<file path="config.mk">
export PLATFORM = sky130hd
export DESIGN_NAME = amo_seq_ctl
export DESIGN_NICKNAME = d
export VERILOG_FILES = /design/src/rtl/amo_seq_ctl_pkg.sv /design/src/rtl/amo_seq_ctl.sv
export SDC_FILE = /design/constraint.sdc
export NUM_CORES = 1
export LEC_CHECK = 0
export ABC_AREA = 1
export BUFFER_PORTS_ARGS = -buffer_cell sky130_fd_sc_hd__buf_4
export CAP_MARGIN = 20
export CORE_UTILIZATION = 55
export DETAILED_ROUTE_END_ITERATION = 8
export GPL_TIMING_DRIVEN = 0
export PLACE_DENSITY = 0.79
export SYNTH_ARGS = -nofsm -noshare
export SYNTH_HDL_FRONTEND = slang
export SYNTH_SLANG_ARGS = --single-unit
</file>
<file path="constraint.sdc">
create_clock -name clk -period 3.2 [get_ports clk]
set_clock_uncertainty 0.15 [all_clocks]
set_input_delay 0.48 -clock clk [delete_from_list [all_inputs] [get_ports clk]]
set_output_delay 0.48 -clock clk [all_outputs]
set_load 0.005 [all_outputs]
</file>
<file path="src/rtl/amo_seq_ctl_pkg.sv">
// Shared core definitions for AMO handling: funct5 codes, opcode,
// sequencer state encoding and the funct5 -> micro-op count helper.
package amo_seq_ctl_pkg;

    // Major opcode of the A-extension instructions
    localparam logic [6:0] OPC_AMO = 7'b0101111;

    // funct5 codes (ir[31:27]) of the AMOs this core expands
    localparam logic [4:0] AMOSWAP = 5'b00001;
    localparam logic [4:0] AMOADD  = 5'b00000;
    localparam logic [4:0] AMOXOR  = 5'b00100;
    localparam logic [4:0] AMOAND  = 5'b01100;
    localparam logic [4:0] AMOOR   = 5'b01000;

    // Sequencer state encoding
    localparam logic [2:0] S_IDLE  = 3'd0;
    localparam logic [2:0] S_LOCK  = 3'd1;
    localparam logic [2:0] S_LD    = 3'd2;
    localparam logic [2:0] S_OP    = 3'd3;
    localparam logic [2:0] S_ST    = 3'd4;
    localparam logic [2:0] S_DRAIN = 3'd5;

    typedef enum logic [2:0] {
        ST_IDLE  = S_IDLE,
        ST_LOCK  = S_LOCK,
        ST_LD    = S_LD,
        ST_OP    = S_OP,
        ST_ST    = S_ST,
        ST_DRAIN = S_DRAIN
    } amo_state_e;

    // Number of micro-op steps for a funct5: swap needs no ALU step,
    // the logic/add ops need LD+OP+ST, anything else is not expanded (0).
    function automatic logic [1:0] amo_len(input logic [4:0] funct5);
        logic [1:0] len;
        len = 2'd0;
        case (funct5)
            AMOSWAP:                         len = 2'd2;
            AMOADD, AMOXOR, AMOAND, AMOOR:   len = 2'd3;
            default:                         len = 2'd0;
        endcase
        return len;
    endfunction

endpackage

</file>
<file path="src/rtl/amo_seq_ctl.sv">
// AMO micro-op handshake responder. Acks the pre-decoder's LD/OP/ST
// steps, holds the data-bus lock across the whole read-modify-write and
// releases it once the store has retired (or the drain wait times out).
module amo_seq_ctl #(
    parameter int TIMEOUT = 64,
    parameter int CW      = $clog2(TIMEOUT + 1)
) (
    input  logic       clk,
    input  logic       rst,
    input  logic       amo_req,
    input  logic [4:0] amo_funct5,
    input  logic       stall,
    input  logic       flush,
    output logic       lock_req,
    input  logic       lock_gnt,
    input  logic       st_done,
    output logic       amo_ack,
    output logic       busy,
    output logic       amo_err
);
    import amo_seq_ctl_pkg::*;

    localparam logic [CW-1:0] TCNT_LAST = CW'(TIMEOUT - 1);

    amo_state_e    state_reg, state_next;
    logic [1:0]    len_reg, len_next;
    logic [CW-1:0] tcnt_reg, tcnt_next;
    logic          lock_req_reg;
    logic          amo_err_reg, amo_err_next;
    logic          in_step;
    logic [1:0]    req_len;

    assign req_len = amo_len(amo_funct5);

    // A step is offered to the pre-decoder only while in LD/OP/ST
    assign in_step  = (state_reg == ST_LD) || (state_reg == ST_OP) || (state_reg == ST_ST);
    assign amo_ack  = amo_req && in_step;
    assign busy     = (state_reg != ST_IDLE);
    assign lock_req = lock_req_reg;
    assign amo_err  = amo_err_reg;

    // Next-state, sequence length, drain counter and timeout pulse
    always_comb begin
        state_next   = state_reg;
        len_next     = len_reg;
        tcnt_next    = tcnt_reg;
        amo_err_next = 1'b0;
        case (state_reg)
            ST_IDLE: begin
                if (amo_req && (req_len != 2'd0)) begin
                    state_next = ST_LOCK;
                    len_next   = req_len;
                end
            end
            ST_LOCK: begin
                if (flush) begin
                    state_next = ST_IDLE;
                end else if (lock_gnt) begin
                    state_next = ST_LD;
                end
            end
            ST_LD: begin
                // Pre-decoder reset or flush before the store: nothing written yet
                if (!amo_req || flush) begin
                    state_next = ST_IDLE;
                end else if (!stall) begin
                    state_next = (len_reg == 2'd3) ? ST_OP : ST_ST;
                end
            end
            ST_OP: begin
                if (!amo_req || flush) begin
                    state_next = ST_IDLE;
                end else if (!stall) begin
                    state_next = ST_ST;
                end
            end
            ST_ST: begin
                // An accepted store is already issued, so it wins over flush
                if (!amo_req) begin
                    state_next = ST_IDLE;
                end else if (!stall) begin
                    state_next = ST_DRAIN;
                    tcnt_next  = '0;
                end else if (flush) begin
                    state_next = ST_IDLE;
                end
            end
            ST_DRAIN: begin
                if (st_done) begin
                    state_next = ST_IDLE;
                    tcnt_next  = '0;
                end else if (tcnt_reg == TCNT_LAST) begin
                    state_next   = ST_IDLE;
                    tcnt_next    = '0;
                    amo_err_next = 1'b1;
                end else begin
                    tcnt_next = tcnt_reg + 1'b1;
                end
            end
            default: begin
                state_next = ST_IDLE;
            end
        endcase
    end

    // State, length, counter and registered outputs
    always_ff @(posedge clk or posedge rst) begin
        if (rst) begin
            state_reg    <= ST_IDLE;
            len_reg      <= 2'd0;
            tcnt_reg     <= '0;
            lock_req_reg <= 1'b0;
            amo_err_reg  <= 1'b0;
        end else begin
            state_reg    <= state_next;
            len_reg      <= len_next;
            tcnt_reg     <= tcnt_next;
            // Lock is wanted for exactly as long as the sequencer is not idle
            lock_req_reg <= (state_next != ST_IDLE);
            amo_err_reg  <= amo_err_next;
        end
    end

endmodule

</file>
==> Word-level counts from Yosys, hierarchy flattened <==
Index checks and enable logic that the tools add are counted.
{ "op_classes": {"add_sub_neg": 1, "n_eq_ne": 13, "muxes": 23, "reduce_logical": 15} }
{ "ops": {"columns": ["operator", "count"], "rows": [
  ["3-bit two-way mux", 13],
  ["7-bit two-way mux", 4],
  ["3-bit one-hot mux with 6 select lines", 1],
  ["7-bit one-hot mux with 2 select lines", 1],
  ["5-bit by 4-bit equality test with 1-bit output, second input constant", 2],
  ["7-bit by 1-bit adder with 7-bit output, second input constant", 1],
  ["7-bit by 6-bit equality test with 1-bit output, second input constant", 1],
  ["3-bit by 2-bit equality test with 1-bit output, second input constant", 2],
  ["3-bit equality test, second input constant", 2],
  ["3-bit nonzero test", 2],
  ["5-bit by 1-bit equality test with 1-bit output, second input constant", 1],
  ["5-bit by 3-bit equality test with 1-bit output, second input constant", 1],
  ["5-bit logical NOT", 1],
  ["2-bit inequality test, second input constant", 2],
  ["2-bit one-hot mux with 2 select lines", 1],
  ["2-bit nonzero test", 2],
  ["4-bit OR reduction", 1],
  ["3-bit by 1-bit equality test with 1-bit output, second input constant", 1],
  ["3-bit logical NOT", 1],
  ["1-bit logical OR", 3],
  ["1-bit two-way mux", 3],
  ["3-bit AND reduction", 1],
  ["2-bit equality test, second input constant", 1],
  ["1-bit logical AND", 2],
  ["other kinds (2)", 2]
]} }
{ "word_totals": {"register_bits": 14, "in_bits": 12, "out_inout_bits": 4, "word_cells": 57} }

==> Logic depth before layout (Yosys ltp) <==
Gate-level depths: netlist of run 1.
{ "depth": {"ltp_word": 8, "ltp_mapped": 9, "mapped_depth_nobuf": 9} }

==> Least setup slack after synthesis of run 1 <==
Ideal clock, no wire load.
{ "synth_path": {"path_type": "register -> register", "startpoint": "register tcnt_reg[0]", "endpoint": "register lock_req_reg (netlist: lock_req)", "setup_ps": 120, "t_arrival_ps": 1187, "t_required_ps": 2930, "setup_slack_ps": 1743, "stages_incl_launch_ff": 9, "synth_period_minus_slack_ps": 1457, "path_cell_list": "dfrtp_1 ha_1 nand2_1 nor2_2 nand2_2 nand2_4 nand3_1 nor2_1 nand2_1"} }
{ "synth_via": {"elab_chain_len": 5} }
{ "synth_rtl": {"columns": ["element", "line", "text"], "rows": [
  ["from (decl)", "amo_seq_ctl.sv:27", "logic [CW-1:0] tcnt_reg, tcnt_next;"],
  ["from (signal assigned)", "amo_seq_ctl.sv:117", "tcnt_reg <= tcnt_next;"],
  ["7-bit by 6-bit equality test with 1-bit output", "amo_seq_ctl.sv:92", "end else if (tcnt_reg == TCNT_LAST) begin"],
  ["3-bit two-way mux", "amo_seq_ctl.sv:92", null],
  ["3-bit two-way mux", "amo_seq_ctl.sv:89", "if (st_done) begin"],
  ["3-bit one-hot mux with 6 select lines", "amo_seq_ctl.sv:48", "case (state_reg)"],
  ["3-bit nonzero test", "amo_seq_ctl.sv:119", "lock_req_reg <= (state_next != ST_IDLE);"],
  ["to (signal assigned)", "amo_seq_ctl.sv:119", null],
  ["to (decl)", "amo_seq_ctl.sv:28", "logic lock_req_reg;"]
]} }
Every way passes these cells.
A chain may end at the register's enable or synchronous reset.

==> Worst setup path after layout of run 1 <==
{ "layout_path": {"startpoint": "register state_reg[0]", "endpoint": "output amo_ack"} }
{ "layout_via": {"elab_chain_len": 4, "elab_cells_between_ends": 6} }
{ "layout_rtl": {"columns": ["element", "line", "text"], "rows": [
  ["from (decl)", "amo_seq_ctl.sv:25", "amo_state_e state_reg, state_next;"],
  ["from (signal assigned)", "amo_seq_ctl.sv:115", "state_reg <= state_next;"],
  ["3-bit by 2-bit equality test with 1-bit output", "amo_seq_ctl.sv:36", "assign in_step = (state_reg == ST_LD) || (state_reg == ST_OP) || (state_reg == ST_ST);"],
  ["1-bit logical OR", "amo_seq_ctl.sv:36", null],
  ["1-bit logical OR *", "amo_seq_ctl.sv:36", null],
  ["1-bit logical AND *", "amo_seq_ctl.sv:37", "assign amo_ack = amo_req && in_step;"],
  ["to (decl)", "amo_seq_ctl.sv:17", "output logic amo_ack,"]
]} }
Mark *: on every way between the ends. The rest lies on a longest branch, timed or not.

==> results of run 1 <==
-- per-stage QoR --
stage | power, mW | instance area, um^2 | std cells | setup WS (ps) | hold WS [ps]
after global routing | 0.3742 | 1006 | 141 | 1188 | 123.9
after floorplan | 0.2117 | 838.3 | 107 | 1743 | 219.2
after CTS | 0.3608 | 1006 | 141 | 1324 | 90.58
final | 0.3576 | 1006 | 141 | 1334 | 79.84
after global placement | 0.2318 | 969.7 | 137 | 1575 | 301.0
after detailed placement | 0.2332 | 969.7 | 137 | 1536 | 323.9
-- where the power goes --
part | switching (mW) | leakage (nW) | internal (mW)
sequential | 0.00489 | 0.187 | 0.182
combinational | 0.0228 | 0.348 | 0.0195
clock | 0.0592 | 0.0210 | 0.0691
total | 0.0869 | 0.556 | 0.271
-- cell usage after synthesis, types with 2 or more instances --
cell type   n
inv_2       2
nand4_1     4
o21ai_0     4
nand2_1    30
nand3_1     5
dfrtp_1    14
nand2_2     4
nor2_2      2
o21ai_2     2
nor2_1      7
inv_1      18
a21oi_1     2
o22ai_1     2
-- layout make-up --
type,instances,area (um^2),share of cell area
Timing Repair Buffer,15,112.6,0.1119
Sequential cell,14,350.3,0.3483
Multi-Input combinational cell,73,412.9,0.4104
Inverter,20,75.07,0.07463
Clock buffer,4,36.28,0.03607
Tap cell,15,18.77,0.01866
-- per-layer routing --
metal | vias to the layer above | track usage | share of wire | wire [um]
li1 | 380 | - | - | -
met1 | 326 | 0.2838 | 0.48 | 794
met2 | 9 | 0.4180 | 0.48 | 795
met3 | 2 | 0.06522 | 0.029 | 48
met4 | 0 | 0.05833 | 0.0061 | 10
met5 | - | 0 | 0 | 0
-- worst max path at each step --
stage                           to    startpoint  slack (ps)  cells past startpoint
final                      amo_ack  state_reg[0]        1330                      4
after global routing       amo_ack  state_reg[0]        1190                      4
after CTS                  amo_ack  state_reg[0]        1320                      4
after detailed placement  lock_req   tcnt_reg[0]        1540                      8
after global placement    lock_req   tcnt_reg[0]        1570                      8
after floorplan           lock_req   tcnt_reg[0]        1740                      8
-- worst max-delay path, stage by stage, from the launching register on --
cell,delay [ps]
dfrtp_1,480
nor2_4,170
nand2_1,60
a21oi_1,120
buf_4,120
-- logic make-up (layout without fill, tap and decap cells) --
family	Yosys count	count (layout)	share of synthesized area
xor+xnor	1	1	0.01045
compound gates	13	13	0.1045
simple gates	58	58	0.3627
fa+ha+maj	1	1	0.01492
flops	14	14	0.4179
buf+inv	20	39	0.08955
==> out/metrics.yaml, run 1 <==
setup_violations: 0
cts_tree: "yes"
outcome: "finished clean"
vdd_drop_max_v: 0.0002100
antenna_found_initial: 0
synth_area_um2: 838.3
dr.pass1.iters: 4
maxSlewViolCount: 0
leakage_nw: 0.5559
clockBufferDepth: 2
rows: 13
cp.arrival_ps: 1240
fillers: 109
ctsResizeCount: 0
grt_pass1_vias: 648
cp-end-kind: "output port"
grt_pass1_wl_mm: 2.566
mostFrequentLayoutCell: "nand2_1"
htreeDepth: 1
viasPerCell: 5.085
io_buffer_count: 15
cp.required_ps: 2570
synthToLayoutAreaGrowth_pct: 20.00
post_cts_buffers: 0
synth_area_leaders: "dfrtp_1 (42%), nand2_1 (13%), inv_1 (8.1%)"
wirelength_mm: 1.648
clock_latency_ps: 280
crit_path_max_fanout: 5
rsz0062_at_grt: "no"
cts_sinks: 14
grt_max_degree: 15
core_mm2: 0.001366
drtIter0Drc: 8
fin_crit_ps: 1866
route.detailed.drc: 0
start_kind: "register"
n_antenna_cell: 0
synthCells: 107
worst_pin_slew_ps: 521.2
maxSlewHeadroom: 0.6521
worst-r2r-cell-count: 8
period_share: 0.5831
synth_edf_count: 0
die_h_um: 41.04
drive_above_1_share: 0.2778
pin_count: 16
r2r-end: "lock_req"
yosys.area.top_type: "dfrtp_1"
cts_buffers: 3
synth-seq-cells: 14
max-cap-violations: 0
fmax_mhz: 535.9
hold_class: "in -> async"
path_class: "reg -> out"
hpwlAfterDp_mm: 1.325
avgSynthCellArea_um2: 7.835
ys_types: 24
die_area_mm2: 0.001684
hold_buffers: 0
r2r_start: "tcnt_reg[0]"
yosys_warnings: 0
ys.flop_type: "dfrtp_1"
routedWlPerCell_um: 11.69
hold_viol: 0
place.gp.congestion: 0.7297
layout_common_cells: "nand2_1 (30), inv_1 (18), buf_4 (15)"
largest_reg_flops: 7
die_width_um: 41.04
syn_nets: 120
vias: 717
yosysTopAreaCellShare: 0.4179
yosysSeqAreaShare: 0.4179
async_flop_share: 1.000
finalSetupTns_ps: 0
cts_root_buf: "clkbuf_4"
post-route-util: 0.7363
grt_util_all_layers: 0.2386
p_per_area_mw_per_mm2: 355.5
nets: 140
ant_nets: 0
r2r_slack_ps: 1490
grt.overflow.total: 0
initial_core_util: 0.6136
clkTransAtPathRegs_ps: 90
No activity file was read; power rests on OpenSTA's default activity.
==> inputs of run 2 (changes only) <==
- CORE_UTILIZATION: 55 -> 52
- PLACE_DENSITY: 0.79 -> 0.76
- clock period: 3.2 -> 1.8 ns (I/O delays scaled with it)
==> out/metrics.yaml, run 2 (synthesis gave the netlist of run 1 again) <==
die_width_um: 42.15
worst-r2r-cell-count: 8
grt_pass1_wl_mm: 2.856
maxSlewViolCount: 0
crit_path_max_fanout: 5
path_class: "reg -> out"
leakage_nw: 0.5529
clockBufferDepth: 2
setup_violations: 0
p_per_area_mw_per_mm2: 581.8
grt_util_all_layers: 0.2179
outcome: "finished clean"
hold_class: "in -> reg"
die_h_um: 42.15
worst_pin_slew_ps: 524.3
routedWlPerCell_um: 11.31
die_area_mm2: 0.001777
p_sw_mw: 0.1463
pin_count: 16
rsz0062_at_grt: "no"
maxSlewHeadroom: 0.6501
p_clk_frac: 0.301
route.detailed.drc: 0
htreeDepth: 1
rows: 14
switching_share: 0.2506
nets: 141
period_share: 0.9221
grt.overflow.total: 0
r2r_slack_ps: 150
cp_slowest_stage_delay_ps: 480
mostFrequentLayoutCell: "nand2_1"
cts_sinks: 14
hold_viol: 0
critPathSlowestCell: "dfrtp_1"
place.gp.congestion: 0.8406
fin_crit_ps: 1660
dr.pass1.iters: 4
finalSetupTns_ps: 0
p_seq_frac: 0.568
synthToLayoutAreaGrowth_pct: 19.70
hpwlAfterDp_mm: 1.253
cts_tree: "yes"
wirelength_mm: 1.606
n_antenna_cell: 0
grt_max_degree: 15
final_cells: 142
crit_family: "flip-flops"
viasPerCell: 5.092
clock_latency_ps: 280
vdd_drop_max_v: 0.0005056
r2r-end: "lock_req"
path_cells: "nor2_4 > nand2_1 > a21oi_1 > buf_4"
core_mm2: 0.001506
hold_buffers: 1
cp.arrival_ps: 1240
start_kind: "register"
r2r_start: "tcnt_reg[1]"
worstHoldPathCells: 2
largest_reg_flops: 7
vias: 723
cp.required_ps: 1380
max-cap-violations: 0
path_buf_inv: 1
clkTransAtPathRegs_ps: 70
layout_common_cells: "nand2_1 (30), inv_1 (18), buf_4 (15)"
drtIter0Drc: 20
grt_pass1_vias: 682
min_to: "len_reg[0]"
holdWs_ps: 40.91
io_buffer_count: 15
ctsResizeCount: 0
drive_above_1_share: 0.2698
cts_root_buf: "clkbuf_4"
initial_core_util: 0.5565
antenna_found_initial: 0
fmax_mhz: 602.5
ant_nets: 0
p_int_mw: 0.4375
worstHoldStart: "amo_funct5[0]"
cts_buffers: 3
placed_cells: 138
combPwrFrac: 0.132
cp-end-kind: "output port"
post_cts_buffers: 0
[run 2: changes by cell type in the layout (fill, tap and decap cells not counted), sizes merged]
cell,change
dlygate4sd3,+1
clkbuf,-1
[run 2: power groups by stage]
stage                     combinational (mW)  clock (mW)  sequential [mW]
after floorplan                       0.0396           0            0.337
after global placement                0.0747           0            0.338
after detailed placement              0.0762           0            0.338
after CTS                             0.0780       0.178            0.332
after global routing                  0.0894       0.190            0.333
final                                 0.0768       0.175            0.332
[run 2: worst max-delay path by stage]
stage,start,endpoint,cells after the start
detailed placement,tcnt_reg[0],lock_req,8
global route,tcnt_reg[0],lock_req,8
floorplan,tcnt_reg[0],lock_req,8
global placement,tcnt_reg[0],lock_req,8
CTS,state_reg[0],amo_ack,4
finish,state_reg[0],amo_ack,4
[run 2: metal layers]
layer	track usage	up-vias	wire length (um)
li1	-	378	-
met1	0.3000	326	768
met2	0.3219	15	749
met3	0.07759	4	71
met4	0.07500	0	17
met5	0	-	0
[run 2: per-stage QoR]
stage               utilization  cell area (um^2)  power [mW]  worst slack (ps)
finish                   0.6661              1003      0.5839             140.3
global route             0.6661              1003      0.6124             5.514
CTS                      0.6661              1003      0.5881             123.1
detailed placement       0.6445             970.9      0.4141             185.9
global placement         0.6445             970.9      0.4124             192.1
floorplan                     -             838.3      0.3764             343.4
[run 2: cell type report]
class,count,area [um^2]
Inverter,20,75.07
Tap cell,16,20.02
Fill cell,139,503.0
Multi-Input combinational cell,73,412.9
Clock buffer,3,22.52
Sequential cell,14,350.3
Timing Repair Buffer,16,122.6
==> inputs of run 3 (changes only) <==
- CORE_UTILIZATION: 52 -> 40
- PLACE_DENSITY: 0.76 -> not set
- SLEW_MARGIN: not set -> 20
==> out/metrics.yaml, run 3 (synthesis gave the netlist of run 1 again) <==
outcome: "finished clean"
vias: 720
worstHoldStart: "amo_funct5[0]"
grt_pass1_wl_mm: 2.608
route.detailed.drc: 0
grt_util_all_layers: 0.1699
ant_nets: 0
maxSlewViolCount: 0
grt.overflow.total: 0
cts_sinks: 14
hpwlAfterDp_mm: 1.230
mostFrequentLayoutCell: "nand2_1"
finalSetupTns_ps: 0
hold_class: "in -> reg"
fin_crit_ps: 1660
p_per_area_mw_per_mm2: 567.3
cts_tree: "yes"
cp-end-kind: "output port"
post_cts_buffers: 0
core_mm2: 0.001962
clock_latency_ps: 280
max-cap-violations: 0
start_kind: "register"
worstHoldPathCells: 2
drtIter0Drc: 17
drive_above_1_share: 0.2698
period_share: 0.9221
die_area_mm2: 0.002283
dp_slack_ps: 183.0
grt_pass1_vias: 617
routedWlPerCell_um: 10.12
r2r-end: "lock_req"
htreeDepth: 1
grt_max_degree: 15
worstSetupStartpoint: "state_reg[0]"
wirelength_mm: 1.549
worst-r2r-cell-count: 8
path_class: "reg -> out"
die_width_um: 47.78
vdd_drop_max_v: 0.0004058
worst_slack_ps: 140.1
setup_violations: 0
cts_root_buf: "clkbuf_4"
r2r_start: "tcnt_reg[0]"
rsz0062_at_grt: "no"
place.gp.congestion: 0.8411
holdWs_ps: 48.38
maxSlewHeadroom: 0.6556
worst_pin_slew_ps: 516.0
cts_buffers: 3
die_h_um: 47.78
pin_count: 16
fillers: 199
fmax_mhz: 602.5
hold_viol: 0
crit_path_max_fanout: 5
dr.pass1.iters: 4
min_to: "len_reg[0]"
leakage_nw: 0.5529
synthToLayoutAreaGrowth_pct: 21.34
initial_core_util: 0.4273
nets: 141
n_antenna_cell: 0
r2r_slack_ps: 150
cp.required_ps: 1380
cp.arrival_ps: 1240
clockBufferDepth: 2
viasPerCell: 4.706
clkTransAtPathRegs_ps: 70
layout_common_cells: "nand2_1 (30), inv_1 (18), buf_4 (15)"
io_buffer_count: 15
antenna_found_initial: 0
largest_reg_flops: 7
rows: 16
==> run 3: cell counts in the layout (fill, tap and decap cells not counted) <==
No cell type changed its count.
==> run 3: stage by stage <==
step / std cells / utilization / cell area [um^2] / total power [mW]
floorplan: 107 / - / 838.3 / 0.3764
global placement: 149 / 0.5019 / 984.7 / 0.4137
detailed placement: 149 / 0.5019 / 984.7 / 0.4140
CTS: 153 / 0.5185 / 1017 / 0.5869
global route: 153 / 0.5185 / 1017 / 0.6124
finish: 153 / 0.5185 / 1017 / 0.5770
==> run 3: repair_timing <==
item,CTS,global route
hold endpoints to repair,14,0
resized for setup,0,0
hold buffers,1,0
==> run 3: worst max path at each step <==
stage	endpoint	slack, ps	depth (start not counted)
6_report	amo_ack	140	4
5_1_grt	amo_ack	30	4
4_1_cts	amo_ack	130	4
3_5_place_dp	lock_req	180	8
3_3_place_gp	lock_req	160	8
2_1_floorplan	lock_req	340	8
==> run 3: cell type report <==
type	count	area (um^2)	share of cell area
well taps	27	33.78	0.03321
inverters	20	75.07	0.07380
clock buffers	3	22.52	0.02214
multi-input cells	73	412.9	0.4059
repair buffers	16	122.6	0.1205
flip-flops and latches	14	350.3	0.3444
==> run 3: power breakdown <==
group	leakage (nW)	switching, mW	internal, mW
registers	0.187	0.00807	0.324
clock network	0.0138	0.0914	0.0776
logic	0.352	0.0402	0.0361
==> run 3: worst max-delay path, cell delays in order (launching register included) <==
cell	delay (ps)
dfrtp_1	480
nor2_4	170
nand2_1	70
a21oi_1	130
buf_4	120
==> run 3: metal layers <==
layer,vias up,part of all wire,global-route usage
li1,379,-,-
met1,327,0.50,0.2536
met2,12,0.46,0.2243
met3,2,0.039,0.06792
met4,0,0.0058,0.05000
met5,-,0,0
